### src/rtl/soc_mem_arbiter.sv
// -----------------------------------------------------------------------------
// soc_mem_arbiter
//   Shares the single-port SoC memory between the core's instruction-fetch
//   master (i_*) and its data load/store master (d_*). One request at a time
//   is latched in IDLE and walked through ISSUE -> WAIT -> ACK -> IDLE.
//   Data normally wins arbitration; a starvation counter forces a fetch grant
//   after STARVE_LIMIT consecutive data grants while fetch was waiting.
//
// Ports
//   clk, reset            rising-edge clock, asynchronous active-high reset
//   i_req/i_addr          fetch request (held until i_ack) and address
//   i_ack/i_rdata         one-cycle fetch completion pulse and its read data
//   d_req/d_we/d_addr     data request, write flag and address
//   d_wdata/d_be          data write data and byte enables
//   d_ack/d_rdata         one-cycle data completion pulse and its read data
//   mem_en/mem_we         memory strobe (one cycle per access) and write enable
//   mem_addr/mem_wdata    memory address and write data (latched request)
//   mem_be                memory byte enables
//   mem_rdata             memory read data, MEM_LATENCY cycles after mem_en
//   busy                  high whenever the arbiter is not in IDLE
// -----------------------------------------------------------------------------
module soc_mem_arbiter #(
    parameter int ADDR_W       = 32,
    parameter int DATA_W       = 32,
    parameter int MEM_LATENCY  = 1,
    parameter int STARVE_LIMIT = 4
) (
    input  logic                  clk,
    input  logic                  reset,
    input  logic                  i_req,
    input  logic [ADDR_W-1:0]     i_addr,
    output logic                  i_ack,
    output logic [DATA_W-1:0]     i_rdata,
    input  logic                  d_req,
    input  logic                  d_we,
    input  logic [ADDR_W-1:0]     d_addr,
    input  logic [DATA_W-1:0]     d_wdata,
    input  logic [DATA_W/8-1:0]   d_be,
    output logic                  d_ack,
    output logic [DATA_W-1:0]     d_rdata,
    output logic                  mem_en,
    output logic                  mem_we,
    output logic [ADDR_W-1:0]     mem_addr,
    output logic [DATA_W-1:0]     mem_wdata,
    output logic [DATA_W/8-1:0]   mem_be,
    input  logic [DATA_W-1:0]     mem_rdata,
    output logic                  busy
);

    localparam int BE_W = DATA_W / 8;

    // Down-counter preload: WAIT lasts MEM_LATENCY cycles, last one at count 0.
    localparam logic [2:0] WAIT_INIT  = 3'(MEM_LATENCY - 1);
    localparam logic [3:0] STARVE_MAX = 4'(STARVE_LIMIT);

    typedef enum logic [1:0] {
        ST_IDLE  = 2'd0,
        ST_ISSUE = 2'd1,
        ST_WAIT  = 2'd2,
        ST_ACK   = 2'd3
    } state_t;

    state_t         state_r;
    logic           owner_d_r;     // 1: latched request belongs to data master
    logic [2:0]     wait_cnt_r;
    logic [3:0]     starve_cnt_r;

    logic           starve_hit_s;
    logic           grant_d_s;
    logic           grant_i_s;

    // Arbitration decision for the current IDLE cycle.
    always_comb begin
        starve_hit_s = 1'b0;
        grant_d_s    = 1'b0;
        grant_i_s    = 1'b0;
        if (starve_cnt_r == STARVE_MAX) begin
            starve_hit_s = 1'b1;
        end else begin
            starve_hit_s = 1'b0;
        end
        // Fetch overrides data only when it has been passed over too often.
        if (d_req && !(i_req && starve_hit_s)) begin
            grant_d_s = 1'b1;
            grant_i_s = 1'b0;
        end else if (i_req) begin
            grant_d_s = 1'b0;
            grant_i_s = 1'b1;
        end else begin
            grant_d_s = 1'b0;
            grant_i_s = 1'b0;
        end
    end

    // Transaction sequencer: latches the winner, drives the memory port and
    // returns a registered ack with the captured read data.
    always_ff @(posedge clk or posedge reset) begin
        if (reset) begin
            state_r      <= ST_IDLE;
            owner_d_r    <= 1'b0;
            wait_cnt_r   <= 3'd0;
            starve_cnt_r <= 4'd0;
            i_ack        <= 1'b0;
            i_rdata      <= {DATA_W{1'b0}};
            d_ack        <= 1'b0;
            d_rdata      <= {DATA_W{1'b0}};
            mem_en       <= 1'b0;
            mem_we       <= 1'b0;
            mem_addr     <= {ADDR_W{1'b0}};
            mem_wdata    <= {DATA_W{1'b0}};
            mem_be       <= {BE_W{1'b0}};
            busy         <= 1'b0;
        end else begin
            // Pulse-type outputs fall back to 0 unless a state sets them.
            i_ack   <= 1'b0;
            d_ack   <= 1'b0;
            i_rdata <= {DATA_W{1'b0}};
            d_rdata <= {DATA_W{1'b0}};
            mem_en  <= 1'b0;
            mem_we  <= 1'b0;

            case (state_r)
                ST_IDLE: begin
                    if (grant_d_s) begin
                        owner_d_r <= 1'b1;
                        mem_en    <= 1'b1;
                        mem_we    <= d_we;
                        mem_addr  <= d_addr;
                        mem_wdata <= d_wdata;
                        mem_be    <= d_be;
                        busy      <= 1'b1;
                        state_r   <= ST_ISSUE;
                        // Count data grants that made a waiting fetch lose.
                        if (!i_req) begin
                            starve_cnt_r <= 4'd0;
                        end else if (starve_hit_s) begin
                            starve_cnt_r <= starve_cnt_r;
                        end else begin
                            starve_cnt_r <= starve_cnt_r + 4'd1;
                        end
                    end else if (grant_i_s) begin
                        owner_d_r    <= 1'b0;
                        mem_en       <= 1'b1;
                        mem_we       <= 1'b0;
                        mem_addr     <= i_addr;
                        mem_wdata    <= {DATA_W{1'b0}};
                        mem_be       <= {BE_W{1'b1}};
                        busy         <= 1'b1;
                        state_r      <= ST_ISSUE;
                        starve_cnt_r <= 4'd0;
                    end else begin
                        // No request at all implies i_req=0.
                        starve_cnt_r <= 4'd0;
                        state_r      <= ST_IDLE;
                    end
                end

                ST_ISSUE: begin
                    wait_cnt_r <= WAIT_INIT;
                    state_r    <= ST_WAIT;
                end

                ST_WAIT: begin
                    if (wait_cnt_r == 3'd0) begin
                        // mem_rdata is valid now; capture it straight into the
                        // owner's registered read-data output for the ACK cycle.
                        state_r <= ST_ACK;
                        if (owner_d_r) begin
                            d_ack   <= 1'b1;
                            d_rdata <= mem_rdata;
                        end else begin
                            i_ack   <= 1'b1;
                            i_rdata <= mem_rdata;
                        end
                    end else begin
                        wait_cnt_r <= wait_cnt_r - 3'd1;
                    end
                end

                ST_ACK: begin
                    // Requests are deliberately not sampled here so a master
                    // still holding req during its ack is not served twice.
                    busy    <= 1'b0;
                    state_r <= ST_IDLE;
                end

                default: begin
                    busy    <= 1'b0;
                    state_r <= ST_IDLE;
                end
            endcase
        end
    end

endmodule

### config.mk
export PLATFORM = sky130hd
export DESIGN_NAME = soc_mem_arbiter
export DESIGN_NICKNAME = d
export VERILOG_FILES = /design/src/rtl/soc_mem_arbiter.sv
export SDC_FILE = /design/constraint.sdc
export NUM_CORES = 1
export LEC_CHECK = 0
export CAP_MARGIN = 20
export CORE_AREA = 2 2 106 108
export DETAILED_ROUTE_END_ITERATION = 12
export DIE_AREA = 0 0 108 110
export DONT_BUFFER_PORTS = 1
export GPL_TIMING_DRIVEN = 0
export PLACE_DENSITY_LB_ADDON = 0.2
export SLEW_MARGIN = 5
export SYNTH_ARGS = -nofsm -noshare
export SYNTH_HDL_FRONTEND = slang
export SYNTH_SLANG_ARGS = --single-unit
### constraint.sdc
create_clock -name clk -period 5.2 [get_ports clk]
set_input_delay 1.04 -clock clk [delete_from_list [all_inputs] [get_ports clk]]
set_output_delay 1.04 -clock clk [all_outputs]
set_load 0.05 [all_outputs]
**Word level (Yosys, flattened, before mapping)**

Cells that the tools add are included.
W data, S select, Z words.

- Flip-flop bits (word level): 147
- Bits in latches: 0
- Bits in writable memories: 0
- Memory bits (read-only): 0
- Input bits: 137
- Output and inout port bits: 137
- Logic and storage cells: 77
- Memories kept: 0

- Add/sub/neg operators: 2
- Multiply operators: 0
- Divide/modulo/power cells: 0
- Order comparisons: 0
- Eq/ne operators: 8
- Shift-type cells: 0
- Muxes and demuxes: 41
- Bitwise gates (word level): 0
- Reductions and logical operators: 12

Operators by type and width:

| cell | count |
|---|---|
| $mux W32 | 10 |
| $mux W1 | 21 |
| $mux W4 | 5 |
| $pmux W2 S4 | 1 |
| $reduce_and A2 Y1 | 4 |
| $ne A3 B3 Y1 const B | 2 |
| $pmux W3 S2 | 1 |
| $reduce_bool A2 Y1 | 3 |
| $add A4 B1 Y4 const B | 1 |
| $eq A2 B2 Y1 const B | 2 |
| $eq A4 B3 Y1 const B | 1 |
| $ne A2 B2 Y1 const B | 2 |
| $logic_not A3 Y1 | 1 |
| $mux W3 | 1 |
| $sub A3 B1 Y3 const B | 1 |
| $eq A2 B1 Y1 const B | 1 |
| $logic_and A1 B1 Y1 | 2 |
| $logic_not A2 Y1 | 1 |
| $mux W2 | 1 |
| $pmux W1 S2 | 1 |
| $logic_not A1 Y1 | 1 |

**Longest topological paths before layout**

- Depth in word-level cells: 9
- Mapped depth: 9
- Depth with buffers taken out: 6

**Least setup slack after synthesis**

Ideal clock, no wire load.

- Path type: input -> register
- Start: input i_req
- End: register mem_addr[10]
- Setup time: 0.080 ns
- Data arrival time: 1.831 ns
- Data required time: 5.120 ns
- Setup slack: 3.289 ns
- Stages on the path: 5
- Buffers on the path: 2
- Cells stage by stage: o21ai_2 > buf_2 > buf_1 > nand2_1 > o211ai_2

- Longest elaborated chain between the ends: 6
- Elaborated cells on any way between the ends: 9
- Those cells by class: mux: 4; reduce/logical: 5

RTL lines:

| element | RTL line | text |
|---|---|---|
| start, declared | 30 | `input logic i_req,` |
| $logic_and A1 B1 Y1 | 83 | `if (d_req && !(i_req && starve_hit_s)) begin` |
| $logic_not A1 Y1 | 83 |  |
| $logic_and A1 B1 Y1 | 83 |  |
| $mux W1 | 83 |  |
| $reduce_bool A2 Y1 (no line) | - |  |
| $reduce_and A2 Y1 (no line) | - |  |
| end signal, assigned | 109 | `mem_addr <= {ADDR_W{1'b0}};` |
| end signal, assigned | 128 | `mem_addr <= d_addr;` |
| end signal, assigned | 145 | `mem_addr <= i_addr;` |
| end, declared | 43 | `output logic [ADDR_W-1:0] mem_addr,` |

Several ways; a longest one is shown, not always the timed one.
A chain may end at the register's enable or synchronous reset.

**Final worst setup path**

- Start: register busy
- End: output busy

RTL lines:

| element | RTL line | text |
|---|---|---|
| start, declared | 47 | `output logic busy` |
| start signal, assigned | 112 | `busy <= 1'b0;` |
| start signal, assigned | 131 | `busy <= 1'b1;` |
| start signal, assigned | 148 | `busy <= 1'b1;` |

No word-level cell between the ends.

==> results by group <==
Outcome
  • Status: finished clean

Setup path
  • Crit path kind: flop to output port
  • CP max FO: 3
  • Startpoint types: flop
  • WP data arrival: roughly 1.2 ns
  • CP Capture Type: output port
  • Setup slack, reg-to-reg: between 3 and 4 ns
  • Worst path required time: 4.16 ns

Drt
  • Post-Route WL: 13.7 mm
  • DR iter-0 viols: 338
  • Drt drc: 0
  • 1st-pass router iterations: 4
  • Vias: 3748
  • Avg WL per Cell: 21.3 um
  • ANT nets after route: 0
  • DR vias/cell: roughly 5.8

Floorplanning
  • Io pins: 274
  • Starting Density: 54.6%
  • Die X: 108 um
  • Core ar.: approximately 11000 um2
  • DIE AREA: 11900 um2
  • Std-Cell Rows: 38
  • Die H: 110 um

Yosys
  • Mapped Cells: around 470
  • Yosys reg bits: 147
  • Syn_nets: 619
  • Synth Warn #: 0
  • Cell Area, Synth: about 6000 um2
  • Post-synthesis sequential area ratio: 63.0%
  • Yosys cell types: 29
  • Avg Cell Area, Syn: between 10 and 15 um2

STA
  • Fmax: around 450 MHz
  • RSZ-0062 raised after global routing: false
  • Setup TNS: 0 ns
  • Hold Fails Final Rpt: 0
  • Worst hold margin: between 0.4 and 0.5 ns
  • Minimum clock period: 2.22 ns
  • Slew Limit Fails: 0
  • Relative slew margins: a little under three fifths
  • Slew at the pin closest to its max-slew limit: 0.656 ns
  • Final setup viols: 0
  • Final Cycle Share: 42.7%
  • Clock Skew: approximately 0.010 ns

Placement
  • Port bufs: 0
  • Post-DP HPWL: 10.0 mm
  • GPL Wtd Cong: about 0.75
  • DP Area: 6050 um2

Clock network
  • Clk_lat worst skew: 0.51 ns
  • CTS tree: built
  • Buffer levels on the longest clock path: 2
  • Post-CTS setup buffers: 0
  • Hold-fix buffers, CTS: 0
  • TritonCTS Buffers: 17
  • Clock sinks: roughly 150
  • Worst-path clk slew: 0.06 ns
  • CTS Root Cell: clkbuf_8
  • Post-CTS resize count: 0
  • H-Tree Depth: 4

Pwr
  • Design Power: 5.19 mW
  • Leak: 3.12 nW
  • Peak supply drop: 0.000369 V
  • Power Dens Cells: between 700 and 800 nW/um2

Finish
  • Layout cells sized above 1: 16.1%
  • Design Area, Final: 6610 um2
  • ANT cells: 0
  • P&R area growth vs syn: 13.2%
  • Final #Nets: 639

GRT
  • Gr ovfl total: 0
  • Largest net degree at the start of global routing: 77
  • Total Routing Usage GR: a little under a quarter
  • Initial antenna violation count: 0
  • First-pass GRT wire length: 20.6 mm
  • Vias in the first global route: 3929

Worst hold path
  • Hold WC Path Type: primary input to async pin

Job
  • Max-Cap Viols: 0
==> layout make-up <==
cell class                 instances  area, um2
buffer                            36        199
clock buffer                      19        432
clock inverter                    11        130
fill                             857       4090
inverter                          10       42.5
multi-input combinational        280       1930
sequential                       147       3680
tap                              140        175
timing repair buffer               1       27.5
==> logic make-up (layout without fill, tap and decap cells) <==
| logic type | count (synthesis) | in the layout | synth area share (%) |
|---|---|---|---|
| AOI/OAI and AO/OA | 81 | 81 | 13.6 |
| muxes | 1 | 1 | 0.193 |
| buffers and inverters | 46 | 77 | 4.05 |
| DFF | 147 | 147 | 63.0 |
| adders and majority gates | 9 | 9 | 1.93 |
| and+or+nand+nor | 189 | 189 | 17.2 |
==> final timing paths <==
kind / startpoint / endpoint / depth (start not counted)
min: reset / i_rdata[24] / 1
max in group asynchronous: reset / mem_wdata[30] / 2
min in group clk: wait_cnt_r[0] / wait_cnt_r[0] / 1
max reg2reg: state_r[0] / mem_addr[22] / 8
max: busy / busy / 0
min reg2reg: wait_cnt_r[0] / wait_cnt_r[0] / 1
==> power breakdown <==
part | internal [mW] | leakage [nW] | switching, mW
registers | 1.50 | 1.91 | 1.56
clock network | 0.693 | 0.263 | 0.457
logic | 0.415 | 0.939 | 0.557
total | 2.61 | 3.12 | 2.58
==> layout by cell type, fill, tap and decap left out, types with 5 or more instances in the layout <==
| cell | n |
|---|---|
| dfrtp_1 | 147 |
| nand2_1 | 69 |
| and2_1 | 66 |
| a22o_1 | 34 |
| nand4_1 | 32 |
| o211ai_2 | 30 |
| clkbuf_1 | 20 |
| clkbuf_16 | 16 |
| buf_2 | 9 |
| ha_1 | 9 |
| inv_1 | 8 |
| buf_6 | 7 |
| nand3_1 | 6 |
| nor2_1 | 5 |
| nand2b_1 | 5 |
==> synth_stat cells <==
master | number | area [um2]
a21oi_1 | 1 | 5.00
a22o_1 | 34 | 298
a311oi_1 | 1 | 8.76
and2_1 | 66 | 413
and3_1 | 3 | 18.8
buf_1 | 1 | 3.75
buf_2 | 9 | 45.0
buf_6 | 7 | 78.8
clkbuf_1 | 19 | 71.3
dfrtp_1 | 147 | 3680
ha_1 | 9 | 113
inv_1 | 9 | 33.8
inv_2 | 1 | 3.75
mux2_2 | 1 | 11.3
nand2_1 | 69 | 259
nand2b_1 | 5 | 31.3
nand3_1 | 6 | 30.0
nand4_1 | 32 | 200
nand4b_4 | 1 | 23.8
nor2_1 | 5 | 18.8
nor2b_1 | 2 | 12.5
o211ai_1 | 2 | 15.0
o211ai_2 | 30 | 375
o21ai_0 | 4 | 20.0
o21ai_1 | 1 | 5.00
o21ai_2 | 1 | 8.76
o22a_1 | 4 | 35.0
o2bb2ai_1 | 1 | 8.76
o31ai_1 | 2 | 15.0
==> through the flow <==
| stage | utilization (%) | worst slack (ns) | cells |
|---|---|---|---|
| after floorplan | - | 0.209 | 473 |
| after global placement | 56.2 | -1.01 | 613 |
| after detailed placement | 56.5 | 2.98 | 614 |
| after CTS | 61.8 | 2.95 | 644 |
| after global routing | 61.8 | 2.94 | 644 |
| final | 61.8 | 2.98 | 644 |
==> state kept, by name, indices dropped and copies added, names as in the netlist, 2 cells and up <==
register      cells
starve_cnt_r      4
mem_be            4
wait_cnt_r        3
d_rdata          32
state_r           2
mem_addr         32
i_rdata          32
mem_wdata        32
==> per-layer routing <==
metal	share of wire, %	global-route usage [%]	vias to the layer above
met3	14	13.1	13
met1	34	24.8	1865
met2	51	38.1	195
met5	0	0	-
met4	1.0	8.42	0
li1	-	-	1675
Note: power is estimated with default switching activity, not from simulation.
